[config.mk]
export PLATFORM = sky130hd
export DESIGN_NAME = vfu_axi64_rd_arbiter
export DESIGN_NICKNAME = d
export VERILOG_FILES = /design/src/rtl/vfu_axi64_rd_arbiter.sv
export SDC_FILE = /design/constraint.sdc
export NUM_CORES = 1
export LEC_CHECK = 0
export CAP_MARGIN = 15
export CORE_AREA = 2 2 155 157
export CTS_BUF_LIST = sky130_fd_sc_hd__clkbuf_16
export CTS_CLUSTER_DIAMETER = 30
export DETAILED_ROUTE_END_ITERATION = 6
export DIE_AREA = 0 0 157 159
export DONT_BUFFER_PORTS = 1
export GPL_TIMING_DRIVEN = 0
export HOLD_SLACK_MARGIN = 0.03
export SETUP_SLACK_MARGIN = 0.3
export SLEW_MARGIN = 20
export SYNTH_ARGS = -nofsm -noshare
export SYNTH_HDL_FRONTEND = slang
export SYNTH_SLANG_ARGS = --single-unit
[constraint.sdc]
create_clock -name clk -period 3.1 [get_ports clk]
set_input_delay 0.465 -clock clk [delete_from_list [all_inputs] [get_ports clk]]
set_output_delay 0.465 -clock clk [all_outputs]
set_load 0.05 [all_outputs]
[src/rtl/vfu_axi64_rd_arbiter.sv]
// vfu_axi64_rd_arbiter
//   Shares the VFU's single 64-bit AXI read port between two requesters
//   (0 = vector load unit, 1 = vector gather/prefetch unit).
//   AR: round-robin grant into one registered AR stage toward memory.
//   R : beats routed combinationally to the owner selected by rid[ID_W].
//   Per-requester outstanding-burst counters cap traffic at MAX_OUTSTANDING.
// Ports
//   clk, rst_n             clock, asynchronous active-low reset
//   s_ar*[i]               requester i AR channel (valid/ready/addr/len/size/burst/cache/id)
//   s_r*[i]                requester i R channel (valid/ready/data/resp/last/id)
//   m_axi_ar*              registered AR toward memory, arid = {owner, requester id}
//   m_axi_r*               R channel from memory; m_axi_rready follows the owner
module vfu_axi64_rd_arbiter #(
  parameter int MAX_OUTSTANDING = 4,
  parameter int ID_W            = 5
) (
  input  logic                 clk,
  input  logic                 rst_n,
  input  logic [1:0]           s_arvalid,
  output logic [1:0]           s_arready,
  input  logic [1:0][31:0]     s_araddr,
  input  logic [1:0][7:0]      s_arlen,
  input  logic [1:0][2:0]      s_arsize,
  input  logic [1:0][1:0]      s_arburst,
  input  logic [1:0][3:0]      s_arcache,
  input  logic [1:0][ID_W-1:0] s_arid,
  output logic [1:0]           s_rvalid,
  input  logic [1:0]           s_rready,
  output logic [1:0][63:0]     s_rdata,
  output logic [1:0][1:0]      s_rresp,
  output logic [1:0]           s_rlast,
  output logic [1:0][ID_W-1:0] s_rid,
  output logic                 m_axi_arvalid,
  output logic [31:0]          m_axi_araddr,
  output logic [7:0]           m_axi_arlen,
  output logic [2:0]           m_axi_arsize,
  output logic [1:0]           m_axi_arburst,
  output logic [3:0]           m_axi_arcache,
  output logic [ID_W:0]        m_axi_arid,
  input  logic                 m_axi_arready,
  input  logic                 m_axi_rvalid,
  input  logic [63:0]          m_axi_rdata,
  input  logic [1:0]           m_axi_rresp,
  input  logic                 m_axi_rlast,
  input  logic [ID_W:0]        m_axi_rid,
  output logic                 m_axi_rready
);

  localparam int CW = $clog2(MAX_OUTSTANDING + 1);
  localparam logic [CW-1:0] MAX_C = CW'(MAX_OUTSTANDING);

  typedef enum logic {EMPTY, FULL} state_t;

  state_t              state_q, state_d;
  logic                rr_ptr_q, rr_ptr_d;
  logic [1:0][CW-1:0]  cnt_q, cnt_d;
  logic [31:0]         addr_q, addr_d;
  logic [7:0]          len_q, len_d;
  logic [2:0]          size_q, size_d;
  logic [1:0]          burst_q, burst_d;
  logic [3:0]          cache_q, cache_d;
  logic [ID_W:0]       id_q, id_d;

  logic [1:0] elig;
  logic       can_load, load, grant, owner, r_last_hs;

  // AR arbitration and register load
  always_comb begin
    for (int unsigned i = 0; i < 2; i++) begin
      elig[i] = s_arvalid[i] && (cnt_q[i] < MAX_C);
    end
    // Held low during reset so nothing is handshaken while state is clearing.
    can_load  = rst_n && ((state_q == EMPTY) || m_axi_arready);
    load      = can_load && (|elig);
    grant     = (&elig) ? rr_ptr_q : elig[1];
    s_arready = load ? (grant ? 2'b10 : 2'b01) : 2'b00;

    state_d  = state_q;
    rr_ptr_d = rr_ptr_q;
    addr_d   = addr_q;
    len_d    = len_q;
    size_d   = size_q;
    burst_d  = burst_q;
    cache_d  = cache_q;
    id_d     = id_q;
    if (load) begin
      state_d  = FULL;
      rr_ptr_d = ~grant;
      addr_d   = s_araddr[grant];
      len_d    = s_arlen[grant];
      size_d   = s_arsize[grant];
      burst_d  = s_arburst[grant];
      cache_d  = s_arcache[grant];
      id_d     = {grant, s_arid[grant]};
    end else if ((state_q == FULL) && m_axi_arready) begin
      state_d = EMPTY;
    end
  end

  // R routing by the owner bit of rid
  always_comb begin
    owner         = m_axi_rid[ID_W];
    s_rvalid      = owner ? {m_axi_rvalid, 1'b0} : {1'b0, m_axi_rvalid};
    m_axi_rready  = s_rready[owner];
    s_rdata       = {m_axi_rdata, m_axi_rdata};
    s_rresp       = {m_axi_rresp, m_axi_rresp};
    s_rlast       = {m_axi_rlast, m_axi_rlast};
    s_rid         = {m_axi_rid[ID_W-1:0], m_axi_rid[ID_W-1:0]};
    r_last_hs     = m_axi_rvalid && m_axi_rready && m_axi_rlast;
  end

  // Outstanding counters; decrement floors at zero for stray beats after reset.
  always_comb begin
    cnt_d = cnt_q;
    for (int unsigned i = 0; i < 2; i++) begin
      logic inc, dec;
      inc = s_arvalid[i] && s_arready[i];
      dec = r_last_hs && (owner == i[0]) && (cnt_q[i] != '0);
      if (inc && !dec) begin
        cnt_d[i] = cnt_q[i] + CW'(1);
      end else if (dec && !inc) begin
        cnt_d[i] = cnt_q[i] - CW'(1);
      end
    end
  end

  always_ff @(posedge clk or negedge rst_n) begin
    if (!rst_n) begin
      state_q  <= EMPTY;
      rr_ptr_q <= 1'b0;
      cnt_q    <= '0;
      addr_q   <= '0;
      len_q    <= '0;
      size_q   <= '0;
      burst_q  <= '0;
      cache_q  <= '0;
      id_q     <= '0;
    end else begin
      state_q  <= state_d;
      rr_ptr_q <= rr_ptr_d;
      cnt_q    <= cnt_d;
      addr_q   <= addr_d;
      len_q    <= len_d;
      size_q   <= size_d;
      burst_q  <= burst_d;
      cache_q  <= cache_d;
      id_q     <= id_d;
    end
  end

  assign m_axi_arvalid = (state_q == FULL);
  assign m_axi_araddr  = addr_q;
  assign m_axi_arlen   = len_q;
  assign m_axi_arsize  = size_q;
  assign m_axi_arburst = burst_q;
  assign m_axi_arcache = cache_q;
  assign m_axi_arid    = id_q;

  // A last beat for a requester with nothing outstanding is a protocol error.
  rlast_without_outstanding: assert property (@(posedge clk) disable iff (!rst_n)
    r_last_hs |-> (cnt_q[owner] != '0));

endmodule

==> results.json <==
{
  "status": "finished clean",
  "routed_wl_mm": 16.7,
  "synthSimpleGateAreaFrac_pct": 17.5,
  "relSlewSlack_pct": 37.5,
  "dp_cells": 880,
  "final_nets": 767,
  "grt_usage_pct": 13.0,
  "grt_max_degree": 64,
  "path_class": "register to register",
  "die_w_um": 157,
  "maxCapViolCount": 0,
  "pre_cts_ws_ns": 0.173,
  "fin_tns_setup_ns": 0,
  "worstHoldEndpoint": "m_axi_arsize[2]$_DFFE_PN0N_",
  "yosysWarnings": 0,
  "worstHoldPathCells": 2,
  "cts_tree": "done",
  "drive_gt1_share_pct": 39.6,
  "synth_top_family_by_area": "buffers and inverters",
  "critPathSlowestCell": "dfrtp_1",
  "cp_data_required_time_ns": 3.32,
  "synth_fp_nets": 754,
  "crit_fanout": 10,
  "clk_pin_slew_worst_paths_ns": 0.06,
  "postSynthCellCount": 561,
  "vdd_drop_max_v": 0.000255,
  "hold_violations": 0,
  "reg2reg_to": "cnt_q[4]$_DFFE_PN0P_",
  "globalplace.congestion": 0.759,
  "detail_route.wl_per_cell_um": 18.6,
  "slew_violations": 0,
  "rr_startpoint": "cnt_q[2]$_DFFE_PN0P_",
  "max_freq_mhz": 392,
  "rrSetupSlack_ns": 0.55,
  "min_period_over_period_pct": 82.3,
  "cts_root_buffer": "clkbuf_16",
  "rows": 56,
  "arrival_ns": 2.77,
  "p_int_mw": 2.52,
  "finClkSkew_ns": 0.0139,
  "p_sw_share_pct": 55.7,
  "p_per_area_nw_per_um2": 963,
  "rr_worst_depth": 9,
  "postSynthAreaPerCell_um2": 9.27,
  "finalCriticalPeriod_ns": 2.55,
  "synth-xor-area-share_pct": 1.01,
  "finalWorstSetupSlack_ns": 0.549,
  "seqPwrFrac_pct": 48.7,
  "post_cts_buffers": 0,
  "dpl.hpwl_mm": 12.8,
  "rsz0062_at_grt": "no",
  "post_drt_via_cell_ratio": 4.28,
  "worst_hold_path_type": "input port to register",
  "ys_ff_latch": 63,
  "drcViolationCount": 0,
  "cp_slowest_stage_delay_ns": 0.40,
  "synthArstFlopShare_pct": 100,
  "synth_edf_count": 0,
  "dr.first_iter.drc_count": 193,
  "synth.largest_area_cell": "dfrtp_1",
  "synth_compound_area_share_pct": 15.9,
  "grt-ovfl-total": 0,
  "grt_pass1_wl_mm": 24.2,
  "p_switching_mw": 3.17,
  "yosys_most_used_dff": "dfrtp_1",
  "dr.pass1.iters": 4,
  "clkSinkCount": 63,
  "synth_area_um2": 5200,
  "power_mw": 5.69,
  "syn_to_final_growth_pct": 13.5,
  "place_area_um2": 5600,
  "worstHoldStart": "s_arsize[5]",
  "synthAdderAreaFrac_pct": 1.25,
  "instances_no_fill": 898,
  "initial_utilization_pct": 22.4,
  "die_area_um2": 25000,
  "num_vias": 3847,
  "clock_latency_ns": 0.34,
  "grt_pass1_vias": 3910,
  "combPwrFrac_pct": 35.6,
  "yosys-top-cells-area": "dfrtp_1 (30%), buf_4 (21%), o221ai_2 (14%), and3b_1 (9.1%), inv_1 (8.0%)",
  "worst_slew_pin_slew_ns": 0.935,
  "holdWs_ns": 0.312,
  "end_kind": "register",
  "stdcell_area_um2": 5900,
  "clk_path_buf_depth": 2,
  "synth-seq-area-share_pct": 30.3,
  "antenna_found_initial": 1,
  "ys_types": 31,
  "coreArea_um2": 23200,
  "antenna_left": 0,
  "htreeDepth": 3,
  "setup_viol": 0,
  "io_buffers": 0,
  "critPathLaunchType": "register",
  "synth.mux.area_fraction_pct": 0.649,
  "synth.top_cell.area_share_pct": 30.3,
  "fin_util_pct": 25.5,
  "path_cells": "nand2b_1 -> o2111ai_2 -> buf_6 -> buf_4 -> inv_2 -> ha_1 -> inv_1 -> fa_1 -> mux2_2",
  "io_pins": 394,
  "die_h_um": 159,
  "p_clk_share_pct": 15.7,
  "p_leak_nw": 2.93,
  "cts_buffers": 9
}
==> how the worst max path moves through the flow <==
stage | from | endpoint | cells after the start
after floorplan | m_axi_arvalid$_DFFE_PN0P_ | cnt_q[4]$_DFFE_PN0P_ | 9
after CTS | m_axi_arvalid$_DFFE_PN0P_ | s_arready[0] | 4
after detailed placement | m_axi_arvalid$_DFFE_PN0P_ | cnt_q[4]$_DFFE_PN0P_ | 9
after global placement | m_axi_arvalid$_DFFE_PN0P_ | cnt_q[4]$_DFFE_PN0P_ | 9
final | cnt_q[2]$_DFFE_PN0P_ | cnt_q[4]$_DFFE_PN0P_ | 9
after global routing | cnt_q[2]$_DFFE_PN0P_ | cnt_q[4]$_DFFE_PN0P_ | 9
==> logic make-up after synthesis <==
group	count (synthesis)
compound gates	59
xor+xnor	6
fa+ha+maj	4
buf+inv	299
flops	63
mux	3
simple gates	127
==> layout by cell type, fill, tap and decap left out, types with 3 or more instances in the layout <==
master and count:
dfrtp_1 62, buf_4 147, o221ai_2 49, mux2_2 3, clkbuf_16 9, buf_6 8
and3b_1 54, nor2_1 4, buf_2 4, clkbuf_1 24, xor2_1 4, inv_1 115
nor2b_1 3, nand4_1 55, o221ai_1 5
==> cell usage after synthesis, types with 4 or more instances <==
library cell / number
buf_6: 7
nand4_1: 55
clkbuf_1: 24
xor2_1: 4
buf_4: 148
buf_2: 5
o221ai_2: 49
and3b_1: 54
o221ai_1: 5
inv_1: 111
nor2_1: 5
dfrtp_1: 63
==> layout make-up <==
type	count	area, µm²
Buffer	186	1320
Antenna cell	1	2.50
Tap cell	319	399
Clock buffer	9	225
Inverter	113	424
Multi-Input combinational cell	199	1890
Fill cell	2468	17300
Timing Repair Buffer	2	37.5
Clock inverter	6	23.8
Sequential cell	63	1580
==> power by group through the flow <==
stage,registers (mW),clock network (mW),logic [mW]
finish,2.77,0.893,2.02
global placement,2.79,0,1.99
detailed placement,2.80,0,2.03
floorplan,2.67,0,1.71
CTS,2.78,0.940,2.06
global route,2.83,0.979,2.22
==> layer usage <==
layer | vias to the layer above | track usage [%] | routed length, µm
met5 | - | 0 | 0
met4 | 0 | 3.00 | 112
met3 | 9 | 4.95 | 1580
met2 | 215 | 22.4 | 8510
met1 | 1837 | 15.1 | 6520
li1 | 1786 | - | -
==> worst max-delay path, delay by kind of cell, from the launching register on <==
family	cells	cell delay, ns
muxes	1	0.27
AOI/OAI and AO/OA	1	0.31
DFF	1	0.40
adders and majority gates	2	0.61
buffers and inverters	4	0.61
and+or+nand+nor	1	0.24
==> state kept, by name, summed over array words and instances, names as in the netlist <==
register and flops:
m_axi_arid 6, m_axi_arvalid 1, m_axi_arlen 8, m_axi_araddr 32, cnt_q 6, m_axi_arsize 3, m_axi_arcache 4, m_axi_arburst 2
rr_ptr_q 1
==> repair_timing <==
action	4_1_cts	5_1_grt
hold endpoints to repair	63	0
pin swaps	0	0
resized for setup	2	3
endpoints found under the setup margin	4	4
hold buffers	2	0
No activity file was read; power rests on OpenSTA's default activity.
